[src/rtl/cpu_test_harness_pkg.sv]
// ----------------------------------------------------------------------------
// cpu_harness_pkg
//  Shared definitions for the CPU boot/run harness: controller state
//  encoding and the load-stream target select values.
// ----------------------------------------------------------------------------
package cpu_harness_pkg;

    typedef enum logic [2:0] {
        IDLE,
        CLR_RF,
        LOAD,
        RUN,
        DONE,
        TIMEOUT
    } state_t;

    localparam logic LD_SEL_IM = 1'b0;
    localparam logic LD_SEL_DM = 1'b1;

endpackage

[src/rtl/cpu_test_harness_if.sv]
// ----------------------------------------------------------------------------
// cpu_test_harness_if
//  Load stream from the host into the harness (program/data words).
//  master : host side, drives the word and its qualifiers
//  slave  : harness side, returns ld_ready
//  Signals: ld_valid, ld_ready, ld_sel (0 = IM, 1 = DM), ld_addr, ld_data,
//           ld_last (final word of the image)
// ----------------------------------------------------------------------------
interface cpu_test_harness_if #(
    parameter int ADDR_W = 10,
    parameter int DATA_W = 32
);
    logic              ld_valid;
    logic              ld_ready;
    logic              ld_sel;
    logic [ADDR_W-1:0] ld_addr;
    logic [DATA_W-1:0] ld_data;
    logic              ld_last;

    modport master (
        output ld_valid, ld_sel, ld_addr, ld_data, ld_last,
        input  ld_ready
    );

    modport slave (
        input  ld_valid, ld_sel, ld_addr, ld_data, ld_last,
        output ld_ready
    );
endinterface

[src/rtl/cpu_test_harness.sv]
// ----------------------------------------------------------------------------
// cpu_test_harness
//  Boot/run controller wrapped around the CPU: clears the register file,
//  streams a program into IM and data into DM, releases the CPU reset, then
//  counts run cycles until the CPU reaches halt_pc or the watchdog expires.
//
//  Ports
//   clk, rst              clock, synchronous active-high reset
//   start                 begin a sequence (honoured in IDLE/DONE/TIMEOUT)
//   timeout_limit         max RUN cycles, 0 disables the watchdog
//   halt_pc               PC value that ends the run
//   ld                    load stream (slave side)
//   cpu_pc                current CPU PC
//   cpu_rst               CPU reset, low only while running
//   rf_* / im_* / dm_*    regfile / IM / DM write ports
//   busy, done, timeout   status
//   cycle_count           RUN cycles of the current/last run
//
//  state   | meaning
//  --------+----------------------------------------------------
//  IDLE    | waiting for start, CPU held in reset
//  CLR_RF  | writing zero to rf_addr 0..RF_DEPTH-1, one per cycle
//  LOAD    | accepting load words into IM/DM until ld_last
//  RUN     | CPU released, counting cycles, watching PC/watchdog
//  DONE    | halt PC reached, CPU frozen
//  TIMEOUT | watchdog expired, CPU frozen
// ----------------------------------------------------------------------------
module cpu_test_harness
    import cpu_harness_pkg::*;
#(
    parameter  int DATA_W   = 32,
    parameter  int ADDR_W   = 10,
    parameter  int RF_DEPTH = 32,
    parameter  int PC_W     = 32,
    parameter  int CNT_W    = 32,
    localparam int RF_AW    = $clog2(RF_DEPTH)
) (
    input  logic              clk,
    input  logic              rst,
    input  logic              start,
    input  logic [CNT_W-1:0]  timeout_limit,
    input  logic [PC_W-1:0]   halt_pc,
    cpu_test_harness_if.slave ld,
    input  logic [PC_W-1:0]   cpu_pc,
    output logic              cpu_rst,
    output logic              rf_we,
    output logic [RF_AW-1:0]  rf_addr,
    output logic [DATA_W-1:0] rf_wdata,
    output logic              im_we,
    output logic [ADDR_W-1:0] im_addr,
    output logic [DATA_W-1:0] im_wdata,
    output logic              dm_we,
    output logic [ADDR_W-1:0] dm_addr,
    output logic [DATA_W-1:0] dm_wdata,
    output logic              busy,
    output logic              done,
    output logic              timeout,
    output logic [CNT_W-1:0]  cycle_count
);

    localparam logic [RF_AW-1:0] RF_LAST = RF_AW'(RF_DEPTH - 1);

    state_t             state, state_nxt;
    logic               ld_fire;
    logic               cpu_rst_nxt, busy_nxt, done_nxt, timeout_nxt;
    logic               rf_we_nxt, im_we_nxt, dm_we_nxt;
    logic [RF_AW-1:0]   rf_addr_nxt;
    logic [ADDR_W-1:0]  im_addr_nxt, dm_addr_nxt;
    logic [DATA_W-1:0]  im_wdata_nxt, dm_wdata_nxt;
    logic [CNT_W-1:0]   cycle_count_nxt;

    assign ld.ld_ready = (state == LOAD);
    assign ld_fire     = ld.ld_valid & ld.ld_ready;
    assign rf_wdata    = '0;

    always_comb begin
        state_nxt       = state;
        rf_we_nxt       = 1'b0;
        rf_addr_nxt     = rf_addr;
        im_we_nxt       = 1'b0;
        im_addr_nxt     = im_addr;
        im_wdata_nxt    = im_wdata;
        dm_we_nxt       = 1'b0;
        dm_addr_nxt     = dm_addr;
        dm_wdata_nxt    = dm_wdata;
        done_nxt        = done;
        timeout_nxt     = timeout;
        cycle_count_nxt = cycle_count;

        case (state)
            IDLE, DONE, TIMEOUT: begin
                if (start) begin
                    state_nxt       = CLR_RF;
                    rf_we_nxt       = 1'b1;
                    rf_addr_nxt     = '0;
                    done_nxt        = 1'b0;
                    timeout_nxt     = 1'b0;
                    cycle_count_nxt = '0;
                end
            end
            CLR_RF: begin
                // rf_we is already high for the current address; stop after the last one
                if (rf_addr == RF_LAST) begin
                    state_nxt = LOAD;
                end else begin
                    rf_we_nxt   = 1'b1;
                    rf_addr_nxt = rf_addr + 1'b1;
                end
            end
            LOAD: begin
                if (ld_fire) begin
                    if (ld.ld_sel == LD_SEL_DM) begin
                        dm_we_nxt    = 1'b1;
                        dm_addr_nxt  = ld.ld_addr;
                        dm_wdata_nxt = ld.ld_data;
                    end else begin
                        im_we_nxt    = 1'b1;
                        im_addr_nxt  = ld.ld_addr;
                        im_wdata_nxt = ld.ld_data;
                    end
                    if (ld.ld_last) begin
                        state_nxt = RUN;
                    end
                end
            end
            RUN: begin
                if (cycle_count != '1) begin
                    cycle_count_nxt = cycle_count + 1'b1;
                end
                // halt takes priority over a watchdog expiring in the same cycle
                if (cpu_pc == halt_pc) begin
                    state_nxt = DONE;
                    done_nxt  = 1'b1;
                end else if (timeout_limit != '0 &&
                             cycle_count == timeout_limit - CNT_W'(1)) begin
                    state_nxt   = TIMEOUT;
                    timeout_nxt = 1'b1;
                end
            end
            default: state_nxt = IDLE;
        endcase

        cpu_rst_nxt = (state_nxt != RUN);
        busy_nxt    = (state_nxt == CLR_RF) || (state_nxt == LOAD) || (state_nxt == RUN);
    end

    always_ff @(posedge clk) begin
        if (rst) begin
            state       <= IDLE;
            cpu_rst     <= 1'b1;
            rf_we       <= 1'b0;
            rf_addr     <= '0;
            im_we       <= 1'b0;
            im_addr     <= '0;
            im_wdata    <= '0;
            dm_we       <= 1'b0;
            dm_addr     <= '0;
            dm_wdata    <= '0;
            busy        <= 1'b0;
            done        <= 1'b0;
            timeout     <= 1'b0;
            cycle_count <= '0;
        end else begin
            state       <= state_nxt;
            cpu_rst     <= cpu_rst_nxt;
            rf_we       <= rf_we_nxt;
            rf_addr     <= rf_addr_nxt;
            im_we       <= im_we_nxt;
            im_addr     <= im_addr_nxt;
            im_wdata    <= im_wdata_nxt;
            dm_we       <= dm_we_nxt;
            dm_addr     <= dm_addr_nxt;
            dm_wdata    <= dm_wdata_nxt;
            busy        <= busy_nxt;
            done        <= done_nxt;
            timeout     <= timeout_nxt;
            cycle_count <= cycle_count_nxt;
        end
    end

endmodule

[src/flat_wrapper.sv]
// flat-port wrapper written by rule: the top's interface ports become plain ports
module cpu_test_harness_flat import cpu_harness_pkg::*;
#(
    parameter  int DATA_W   = 32,
    parameter  int ADDR_W   = 10,
    parameter  int RF_DEPTH = 32,
    parameter  int PC_W     = 32,
    parameter  int CNT_W    = 32,
    localparam int RF_AW    = $clog2(RF_DEPTH)
)
  (clk, rst, start, timeout_limit, halt_pc, cpu_pc, cpu_rst, rf_we, rf_addr, rf_wdata, im_we, im_addr, im_wdata, dm_we, dm_addr, dm_wdata, busy, done, timeout, cycle_count, ld_ld_valid, ld_ld_sel, ld_ld_addr, ld_ld_data, ld_ld_last, ld_ld_ready);
  cpu_test_harness_if #(.ADDR_W(ADDR_W), .DATA_W(DATA_W)) ld_i ();
  input  logic clk;
  input  logic rst;
  input  logic start;
  input  logic [CNT_W-1:0] timeout_limit;
  input  logic [PC_W-1:0] halt_pc;
  input  logic [PC_W-1:0] cpu_pc;
  output logic cpu_rst;
  output logic rf_we;
  output logic [RF_AW-1:0] rf_addr;
  output logic [DATA_W-1:0] rf_wdata;
  output logic im_we;
  output logic [ADDR_W-1:0] im_addr;
  output logic [DATA_W-1:0] im_wdata;
  output logic dm_we;
  output logic [ADDR_W-1:0] dm_addr;
  output logic [DATA_W-1:0] dm_wdata;
  output logic busy;
  output logic done;
  output logic timeout;
  output logic [CNT_W-1:0] cycle_count;
  input wire logic [$bits(ld_i.ld_valid)-1:0] ld_ld_valid;
  input wire logic [$bits(ld_i.ld_sel)-1:0] ld_ld_sel;
  input wire logic [$bits(ld_i.ld_addr)-1:0] ld_ld_addr;
  input wire logic [$bits(ld_i.ld_data)-1:0] ld_ld_data;
  input wire logic [$bits(ld_i.ld_last)-1:0] ld_ld_last;
  output wire logic [$bits(ld_i.ld_ready)-1:0] ld_ld_ready;
  assign ld_i.ld_valid = ld_ld_valid;
  assign ld_i.ld_sel = ld_ld_sel;
  assign ld_i.ld_addr = ld_ld_addr;
  assign ld_i.ld_data = ld_ld_data;
  assign ld_i.ld_last = ld_ld_last;
  assign ld_ld_ready = ld_i.ld_ready;
  cpu_test_harness #(.DATA_W(DATA_W), .ADDR_W(ADDR_W), .RF_DEPTH(RF_DEPTH), .PC_W(PC_W), .CNT_W(CNT_W)) u_core (.clk(clk), .rst(rst), .start(start), .timeout_limit(timeout_limit), .halt_pc(halt_pc), .ld(ld_i), .cpu_pc(cpu_pc), .cpu_rst(cpu_rst), .rf_we(rf_we), .rf_addr(rf_addr), .rf_wdata(rf_wdata), .im_we(im_we), .im_addr(im_addr), .im_wdata(im_wdata), .dm_we(dm_we), .dm_addr(dm_addr), .dm_wdata(dm_wdata), .busy(busy), .done(done), .timeout(timeout), .cycle_count(cycle_count));
endmodule
[config.mk]
export PLATFORM = sky130hd
export DESIGN_NAME = cpu_test_harness_flat
export DESIGN_NICKNAME = d
export VERILOG_FILES = /design/src/rtl/cpu_test_harness_pkg.sv /design/src/rtl/cpu_test_harness_if.sv /design/src/rtl/cpu_test_harness.sv /design/src/flat_wrapper.sv
export SDC_FILE = /design/constraint.sdc
export NUM_CORES = 1
export LEC_CHECK = 0
export ABC_CLOCK_PERIOD_IN_PS = 2400
export BUFFER_PORTS_ARGS = -buffer_cell sky130_fd_sc_hd__buf_2
export CAP_MARGIN = 5
export CORE_MARGIN = 4
export CORE_UTILIZATION = 43
export CTS_CLUSTER_DIAMETER = 60
export DETAILED_ROUTE_END_ITERATION = 8
export HOLD_SLACK_MARGIN = 0.1
export PLACE_DENSITY = 0.88
export RECOVER_POWER = 50
export SLEW_MARGIN = 20
export SYNTH_ARGS = -nofsm -noshare
export SYNTH_HDL_FRONTEND = slang
export SYNTH_SLANG_ARGS = --single-unit
[constraint.sdc]
create_clock -name clk -period 2.4 [get_ports clk]
set_input_delay 0.12 -clock clk [delete_from_list [all_inputs] [get_ports clk]]
set_output_delay 0.12 -clock clk [all_outputs]
set_load 0.005 [all_outputs]
==> impl_metrics.ini <==
[run_status]
status = completed

[floorplanning]
pin_count = 305
rows = 45
start_util_pct = 44.12
dieArea_sq_um = 17780
dieWidth_um = 133.4
core-area_sq_um = 15310
die_height_um = 133.4

[sta]
finalSetupTns_ns = 0
rsz0062_at_grt = yes
worstMarginPinSlew_ns = 0.8732
relSlewSlack_pct = 41.79
finalCritPeriodShare_pct = 97.05
setup_ws_ns = 0.07081
max_freq_mhz = 429.3
period_needed_ns = 2.329
hold_violations = 0
skew_ns = 0.008355
drv_slew = 0
final-setup-viol-count = 0

[global_route]
grt_max_degree = 62
grt_overflow = 0
grt_pass1_vias = 7569
grt_pass1_wl_um = 37490
antenna_found_initial = 0
grt_use_total_pct = 25.93

[yosys]
syn_avg_cell_area_sq_um = 7.838
synth_area_sq_um = 6756
ys_ff_latch = 131
async_flop_share_pct = 0
ys.flop_type = dfxtp_1
synth.distinct_cells = 57
synth_edf_count = 0
ys_seq_area_share_pct = 38.81
syn_inst = 862
ys_warn_count = 0

[critical_path]
critPathLaunchType = register
crit_buf_inv = 1
cp_top_family = simple AND/OR/NAND/NOR gates
end_kind = register
critical_path_class = reg -> reg
cp.required_ns = 2.75
cp.arrival_ns = 2.68
slowest_delay_ns = 0.53
r2r_cells = 8
slowest_stage = or3_1
cp_cell_sequence = buf_4 > and2_1 > nand4_1 > nor3_2 > nand4_1 > or3_1 > or3_1 > a21oi_1
path_depth = 8
critPathMaxFanout = 9

[clock_network]
htree_levels = 4
clk_latency_ns = 0.42
cts_buffers = 17
cts_buffer_depth = 2
cts.sinks = 131
cts_root_buf = clkbuf_16
cts_tree = built
path_clk_slew_ns = 0.06

[final_layout]
fill_cells = 1326
area_growth_syn_to_layout_pct = 44.89
fin_area_sq_um = 9789
nets = 1390
final_cells = 1466
diodes = 0
final_cell_mix = nand2_1, buf_2, dfxtp_1, a21oi_1, clkbuf_1
drive_gt1_share_pct = 26.29
final_util_pct = 63.92

[worst_hold_path]
hold_class = in -> reg
hold_depth = 5

[detailed_routing]
drt_iter0_drc = 502
vias = 7623
totalWireLength_um = 23770
routed_via_density = 5.200
antenna_left = 0
drc_errors = 0
wl_per_cell_um = 16.22
first_pass_iters = 6

[power]
peakVddDrop_v = 0.0005982
p_leak_nw = 3.922
p_per_area_nw_per_um2 = 549.6

[place]
port_buffers = 272
gp_routability_congestion = 0.9578
place_area_sq_um = 8792
pre_cts_ws_ns = -0.3663
dp.cells = 1388
hpwl_um = 16640

[run]
cap_violations = 0
## worst min-delay path, stage by stage
cell and delay [ns]:
buf_2 0.11, nor2_2 0.06, buf_12 0.17, nand2_1 0.08, a21oi_1 0.05
## layout make-up
cell class	count	area, sq um	area share [%]
repair buffers	406	2367	24.18
well taps	211	264.0	2.697
multi-input cells	676	3892	39.76
clock buffers	18	439.2	4.486
clock inverters	14	163.9	1.674
inverters	10	37.54	0.3834
flip-flops and latches	131	2625	26.81
## what timing repair did
item	4_1_cts	5_1_grt
buffers inserted	0	2
hold buffers	44	0
endpoints found under the setup margin	4	88
gates resized for setup	6	10
hold endpoints to repair	86	0
gates cloned	0	0
pin swaps	3	5
## synthesized netlist by cell type (4+ instances only)
| cell | number | share of area (%) |
|---|---|---|
| and3_1 | 8 | 0.74 |
| clkbuf_1 | 38 | 2.1 |
| xnor2_1 | 48 | 6.2 |
| or4_1 | 4 | 0.44 |
| and2_1 | 6 | 0.56 |
| ha_1 | 4 | 0.74 |
| or3_1 | 11 | 1.0 |
| o21ai_0 | 6 | 0.44 |
| nor3b_1 | 5 | 0.56 |
| inv_1 | 10 | 0.56 |
| nand2_1 | 194 | 11 |
| xor2_1 | 55 | 7.1 |
| nand3_1 | 21 | 1.6 |
| nor3_1 | 27 | 2.0 |
| o211ai_1 | 5 | 0.56 |
| nand4_1 | 19 | 1.8 |
| buf_4 | 34 | 3.8 |
| nor2_1 | 62 | 3.4 |
| a21oi_1 | 100 | 7.4 |
| dfxtp_1 | 131 | 39 |
| a31oi_1 | 5 | 0.46 |
| nor4_1 | 16 | 1.5 |
## report_power, final
part           total (mW)  switching, mW  internal [mW]  leakage [nW]
Clock                2.66           1.07           1.59         0.287
Combinational       0.538          0.272          0.267          2.58
Sequential           2.19        0.00511           2.18          1.06
## worst paths after layout
check	startpoint	endpoint	slack, ns
setup / recovery	u_core.cycle_count[12]$_SDFFE_PP0P_	u_core.cycle_count[29]$_SDFFE_PP0P_	0.07
setup reg to reg	u_core.cycle_count[12]$_SDFFE_PP0P_	u_core.cycle_count[29]$_SDFFE_PP0P_	0.07
hold / removal	ld_ld_sel	u_core.im_wdata[11]$_SDFFE_PP0P_	0.23
hold reg to reg	u_core.im_wdata[18]$_SDFFE_PP0P_	u_core.im_wdata[18]$_SDFFE_PP0P_	0.45
## per-stage QoR
stage / hold slack, ns / power (mW)
3_5_place_dp: 0.3769 / 2.697
4_1_cts: 0.2088 / 5.379
5_1_grt: 0.2396 / 5.556
2_1_floorplan: 0.2560 / 2.468
6_report: 0.2320 / 5.380
3_3_place_gp: 0.3715 / 2.690
## cells by family after synthesis
group	synth area share, %
and+or+nand+nor	27.93
AOI/OAI and AO/OA	11.89
DFF	38.81
xor gates and xnor gates	13.35
buffers and inverters	6.926
adders and majority gates	0.7408
muxes	0.2963
other	0.05550
## state kept, by name, indices dropped and copies added, names as in the netlist
register / count
u_core.rf_addr: 5
u_core.done: 1
u_core.im_addr: 10
u_core.dm_we: 1
u_core.rf_we: 1
u_core.dm_wdata: 32
u_core.im_wdata: 32
u_core.busy: 1
u_core.dm_addr: 10
u_core.im_we: 1
u_core.timeout: 1
u_core.cycle_count: 32
u_core.state: 3
u_core.cpu_rst: 1
## routing by layer
metal  vias to the layer above  wire length, um  GRT usage, %
met4                         0              808         10.63
li1                       3624                -             -
met2                       396            11590         43.91
met1                      3536             9004         30.16
met5                         -                0             0
met3                        67             2368         8.724
(Power assumes the default switching activity.)
